[config.mk]
export PLATFORM = sky130hd
export DESIGN_NAME = sopc_data_bus
export DESIGN_NICKNAME = d
export VERILOG_FILES = /design/src/rtl/sopc_data_bus.sv
export SDC_FILE = /design/constraint.sdc
export NUM_CORES = 1
export LEC_CHECK = 0
export CAP_MARGIN = 20
export CORE_MARGIN = 1
export CORE_UTILIZATION = 40
export CTS_CLUSTER_SIZE = 8
export DETAILED_ROUTE_END_ITERATION = 8
export HOLD_SLACK_MARGIN = 0.15
export PLACE_DENSITY_LB_ADDON = 0.3
export SETUP_SLACK_MARGIN = 0.5
export SLEW_MARGIN = 20
export SYNTH_ARGS = -nofsm -noshare
export SYNTH_HDL_FRONTEND = slang
export SYNTH_SLANG_ARGS = --single-unit
[constraint.sdc]
create_clock -name clk -period 2.5 [get_ports clk]
set_input_delay 0.5 -clock clk [delete_from_list [all_inputs] [get_ports clk]]
set_output_delay 0.5 -clock clk [all_outputs]
set_load 0.1 [all_outputs]
[src/rtl/sopc_data_bus.sv]
// rtl/sopc_data_bus.sv - data-side interconnect: address decode, one slave transaction at a time, stall/ack/timeout handling
module sopc_data_bus #(
  parameter int NUM_SLV = 4,
  parameter int DATA_W  = 32,
  parameter int ADDR_W  = 32,
  parameter int SEL_LSB = 28,
  parameter int TIMEOUT = 15
) (
  input  logic                      clk,
  input  logic                      rst,
  input  logic                      m_ce,
  input  logic                      m_we,
  input  logic [DATA_W/8-1:0]       m_sel,
  input  logic [ADDR_W-1:0]         m_addr,
  input  logic [DATA_W-1:0]         m_wdata,
  output logic [DATA_W-1:0]         m_rdata,
  output logic                      m_stall,
  output logic                      m_err,
  output logic [NUM_SLV-1:0]        s_ce,
  output logic                      s_we,
  output logic [DATA_W/8-1:0]       s_sel,
  output logic [ADDR_W-1:0]         s_addr,
  output logic [DATA_W-1:0]         s_wdata,
  input  logic [NUM_SLV*DATA_W-1:0] s_rdata,
  input  logic [NUM_SLV-1:0]        s_ack
);

  localparam int SEL_W  = DATA_W / 8;
  localparam int IDX_W  = (NUM_SLV > 1) ? $clog2(NUM_SLV) : 1;
  localparam int FLD_W  = ADDR_W - SEL_LSB;
  localparam int CNT_W  = 8;

  typedef enum logic [1:0] {ST_IDLE, ST_BUSY, ST_RESP} state_t;

  state_t              state_q, state_d;
  logic [NUM_SLV-1:0]  s_ce_q, s_ce_d;
  logic                s_we_q, s_we_d;
  logic [SEL_W-1:0]    s_sel_q, s_sel_d;
  logic [ADDR_W-1:0]   s_addr_q, s_addr_d;
  logic [DATA_W-1:0]   s_wdata_q, s_wdata_d;
  logic [DATA_W-1:0]   m_rdata_q, m_rdata_d;
  logic                m_err_q, m_err_d;
  logic [CNT_W-1:0]    cnt_q, cnt_d;
  logic [IDX_W-1:0]    idx_q, idx_d;

  // Everything from SEL_LSB upward is decoded, so set bits above the index field make an access unmapped.
  logic [FLD_W-1:0]    fld;
  logic                mapped;
  logic [IDX_W-1:0]    new_idx;
  logic                ack_hit;
  logic [DATA_W-1:0]   slv_rdata;
  logic [CNT_W-1:0]    cnt_inc;

  assign fld       = m_addr[ADDR_W-1:SEL_LSB];
  assign mapped    = ({1'b0, fld} < (FLD_W+1)'(NUM_SLV));
  assign new_idx   = fld[IDX_W-1:0];
  assign ack_hit   = s_ack[idx_q];
  assign slv_rdata = s_rdata[int'(idx_q)*DATA_W +: DATA_W];
  assign cnt_inc   = cnt_q + 1'b1;

  always_comb begin
    state_d   = state_q;
    s_ce_d    = s_ce_q;
    s_we_d    = s_we_q;
    s_sel_d   = s_sel_q;
    s_addr_d  = s_addr_q;
    s_wdata_d = s_wdata_q;
    m_rdata_d = m_rdata_q;
    m_err_d   = m_err_q;
    cnt_d     = cnt_q;
    idx_d     = idx_q;
    case (state_q)
      ST_IDLE: begin
        if (m_ce) begin
          s_we_d    = m_we;
          s_sel_d   = m_sel;
          s_addr_d  = m_addr;
          s_wdata_d = m_wdata;
          idx_d     = new_idx;
          cnt_d     = '0;
          if (mapped) begin
            s_ce_d          = '0;
            s_ce_d[new_idx] = 1'b1;
            state_d         = ST_BUSY;
          end else begin
            m_rdata_d = '0;
            m_err_d   = 1'b1;
            state_d   = ST_RESP;
          end
        end
      end
      ST_BUSY: begin
        cnt_d = cnt_inc;
        // An ack arriving in the timeout cycle still completes cleanly.
        if (ack_hit) begin
          m_rdata_d = s_we_q ? '0 : slv_rdata;
          s_ce_d    = '0;
          state_d   = ST_RESP;
        end else if (cnt_inc == CNT_W'(TIMEOUT)) begin
          m_rdata_d = '0;
          m_err_d   = 1'b1;
          s_ce_d    = '0;
          state_d   = ST_RESP;
        end
      end
      ST_RESP: begin
        m_err_d = 1'b0;
        cnt_d   = '0;
        state_d = ST_IDLE;
      end
      default: state_d = ST_IDLE;
    endcase
  end

  always_ff @(posedge clk or negedge rst) begin
    if (!rst) begin
      state_q   <= ST_IDLE;
      s_ce_q    <= '0;
      s_we_q    <= 1'b0;
      s_sel_q   <= '0;
      s_addr_q  <= '0;
      s_wdata_q <= '0;
      m_rdata_q <= '0;
      m_err_q   <= 1'b0;
      cnt_q     <= '0;
      idx_q     <= '0;
    end else begin
      state_q   <= state_d;
      s_ce_q    <= s_ce_d;
      s_we_q    <= s_we_d;
      s_sel_q   <= s_sel_d;
      s_addr_q  <= s_addr_d;
      s_wdata_q <= s_wdata_d;
      m_rdata_q <= m_rdata_d;
      m_err_q   <= m_err_d;
      cnt_q     <= cnt_d;
      idx_q     <= idx_d;
    end
  end

  assign m_stall = m_ce & (state_q != ST_RESP);
  assign m_rdata = m_rdata_q;
  assign m_err   = m_err_q;
  assign s_ce    = s_ce_q;
  assign s_we    = s_we_q;
  assign s_sel   = s_sel_q;
  assign s_addr  = s_addr_q;
  assign s_wdata = s_wdata_q;

endmodule
==> results.py <==
metrics = {
    "status": {
        "outcome": "completed",
    },
    "placement": {
        "pre_cts_slack_ps": 197,
        "dp_hpwl_mm": 14.7,
        "portBuffers": 310,
        "dp.cells": 945,
        "place_congestion": 0.856,
        "dpl_cell_area_um2": 8840,
    },
    "power_and_ir_drop": {
        "ir_drop_uv": 704,
        "power_mw": 11.8,
        "power.internal_mw": 5.87,
        "pwr-share-clk": 0.218,
        "p_comb_frac": 0.553,
        "leakage_nw": 4.18,
        "power_density_nw_per_um2": 1230,
        "pwr-share-seq": 0.229,
        "switchingPower_mw": 5.89,
        "p_sw_frac": 0.501,
    },
    "detailed_routing": {
        "via_count": 5254,
        "ant_nets": 0,
        "first_pass_iters": 4,
        "drc": 0,
        "routed_wl_mm": 19.5,
        "wl_per_cell_um": 19.8,
        "vias_per_cell": 5.33,
        "drt-initial-drc-count": 250,
    },
    "setup_path": {
        "reg2reg_slack_ps": 570,
        "crit_type": "input pin to primary output",
        "reg2regPathDepth": 6,
        "crit_start": "m_ce",
        "end_kind": "primary output",
        "worstPathMaxFanout": 7,
        "worstPathArrival_ps": 1460,
        "cp.required_ps": 2000,
        "start_kind": "input pin",
        "slowest_delay_ps": 490,
        "worstPathCellList": "clkdlybuf4s50_1, buf_6, and2_2, buf_12",
        "r2r_end": "m_err$_DFFE_PN0P_",
        "crit_slowest_cell": "clkdlybuf4s50_1",
        "r2r-start": "cnt_q[0]$_DFFE_PN0P_",
    },
    "clock_network": {
        "cts_tree": "built",
        "cts_buffer_depth": 2,
        "cts.sinks": 116,
        "ctsRootBufferMaster": "clkbuf_16",
        "clkTransAtPathRegs_ps": 50,
        "cts_max_level": 4,
        "numCtsBuffers": 17,
        "clk_latency_ps": 410,
    },
    "global_routing": {
        "track_usage": 0.266,
        "grt_pass1_wl_mm": 29.4,
        "antenna_found_initial": 1,
        "grt_pass1_vias": 5573,
        "grt_max_degree": 53,
        "grt-ovfl-total": 0,
    },
    "die": {
        "die_h_um": 122,
        "die_x_um": 122,
        "start_util": 0.412,
        "dieArea_um2": 14800,
        "coreArea_um2": 13900,
        "ios": 311,
        "rows": 43,
    },
    "sta": {
        "tightest_slew_ps": 617,
        "slew_viol_final": 0,
        "layout_setup_ws_ps": 538,
        "skew_ps": 4.91,
        "final-hold-violation-count": 0,
        "max-slew-margin-rel": 0.589,
        "setup_viol": 0,
        "setup_tns_ps": 0,
        "grt_setup_unrepaired": "false",
        "fin_crit_sh": 0.785,
        "clock.fmax_mhz": 510,
        "min_period_ps": 1960,
    },
    "min_path": {
        "hold_depth": 1,
        "worstHoldStart": "s_addr[10]$_DFFE_PN0P_",
        "hold_end": "s_addr[10]$_DFFE_PN0P_",
        "min_path_type": "flip-flop to flip-flop",
    },
    "synthesis": {
        "ys_types": 38,
        "syn-num-nets": 682,
        "avgSynthCellArea_um2": 12.1,
        "ys_seq_elements": 116,
        "yosys_warnings": 0,
        "synth_area_um2": 5740,
        "seq_area_frac_synth": 0.505,
        "synthCells": 476,
    },
    "finish": {
        "drive_gt1_frac": 0.337,
        "final_area_um2": 9550,
        "fillers": 1005,
        "layout_common_cells": "202 x clkdlybuf4s50_1, 120 x buf_4, 112 x dfrtp_1",
        "final_common_cell": "clkdlybuf4s50_1",
        "fin_nets": 997,
        "stdcell_count": 985,
        "syn_to_final_growth_pct": 66.3,
    },
    "job": {
        "drv_cap": 0,
    },
}
repair_timing:
item,4_1_cts,5_1_grt
hold buffers,1,0
buffers inserted,3,3
resized for setup,5,2
endpoints found under the hold margin,42,0
setup endpoints to repair,4,25
pin swaps,0,1
state kept, by name (all words and copies together), names as in the netlist:
signal,count
m_err,1
s_addr,32
s_we,1
m_rdata,32
cnt_q,8
s_wdata,32
s_ce,4
state_q,2
s_sel,4
kinds of logic after synthesis:
| kind of cell | share of synthesized area |
|---|---|
| AND/OR/NAND/NOR | 0.124 |
| XOR/XNOR | 0.00458 |
| buffers and inverters | 0.0309 |
| flip-flops | 0.505 |
| multiplexers | 0.265 |
| AO/OA/AOI/OAI | 0.0656 |
| adder cells (fa/ha/maj) | 0.00436 |
area by class of cell:
cell class | instances | area [um2] | area share
repair buffers | 332 | 3080 | 0.322
flip-flops and latches | 116 | 2910 | 0.305
multi-input cells | 320 | 2690 | 0.282
clock buffers | 19 | 443 | 0.0464
well taps | 180 | 225 | 0.0236
clock inverters | 13 | 183 | 0.0191
inverters | 4 | 15.0 | 0.00157
diodes | 1 | 2.50 | 0.000262
cells in the mapped netlist (all sizes together):
cell / n / area share
a21oi: 38 / 0.033
a31oi: 6 / 0.0065
and2: 5 / 0.0054
and3: 32 / 0.035
buf: 13 / 0.013
clkbuf: 23 / 0.015
clkinv: 1 / 0.00065
dfrtp: 116 / 0.51
ha: 2 / 0.0044
inv: 3 / 0.0020
mux2: 69 / 0.14
mux4: 33 / 0.13
nand2: 11 / 0.0072
nand3: 5 / 0.0044
nand3b: 2 / 0.0026
nand4: 1 / 0.0011
nand4b: 1 / 0.0015
nor2: 73 / 0.048
nor2b: 2 / 0.0022
nor3: 4 / 0.0035
nor3b: 8 / 0.010
nor4: 2 / 0.0022
o211ai: 3 / 0.0039
o21a: 1 / 0.0013
o21ai: 9 / 0.0078
o21bai: 1 / 0.0013
o221ai: 1 / 0.0015
o22ai: 1 / 0.0011
o311ai: 3 / 0.0046
o31ai: 1 / 0.0013
o32ai: 1 / 0.0015
o41ai: 1 / 0.0015
or4: 1 / 0.0013
xor2: 3 / 0.0046
metrics by stage:
stage | utilization | hold slack (ps)
detailed placement | 0.634 | 497
CTS | 0.683 | 508
global placement | 0.634 | 491
finish | 0.685 | 507
global route | 0.685 | 524
floorplan | - | 204
critical path: cells and delay by family:
kind / cells / cell delay (ps)
buffers and inverters: 3 / 790
AND/OR/NAND/NOR: 1 / 160
metal layers:
layer,part of all wire,up-vias,global-route usage,wire [um]
li1,-,2368,-,-
met1,0.36,2625,0.294,7030
met2,0.55,231,0.480,10800
met3,0.065,30,0.0758,1280
met4,0.022,0,0.101,430
met5,0,-,0,0
power by group through the flow:
stage               sequential (mW)  clock [mW]  combinational [mW]
global placement               2.72           0                6.33
detailed placement             2.76           0                6.42
finish                         2.70        2.56                6.50
CTS                            2.71        2.59                6.50
global route                   2.76        2.66                6.71
floorplan                      6.14           0                1.39
how the worst max path moves through the flow:
stage	to	slack [ps]	cells after the start
after CTS	m_stall	490	4
after global placement	m_err$_DFFE_PN0P_	240	4
after detailed placement	m_err$_DFFE_PN0P_	200	4
after floorplan	m_err$_DFFE_PN0P_	340	5
after global routing	m_rdata[7]$_DFFE_PN0P_	440	7
final	m_stall	540	4
(Power assumes the default switching activity.)
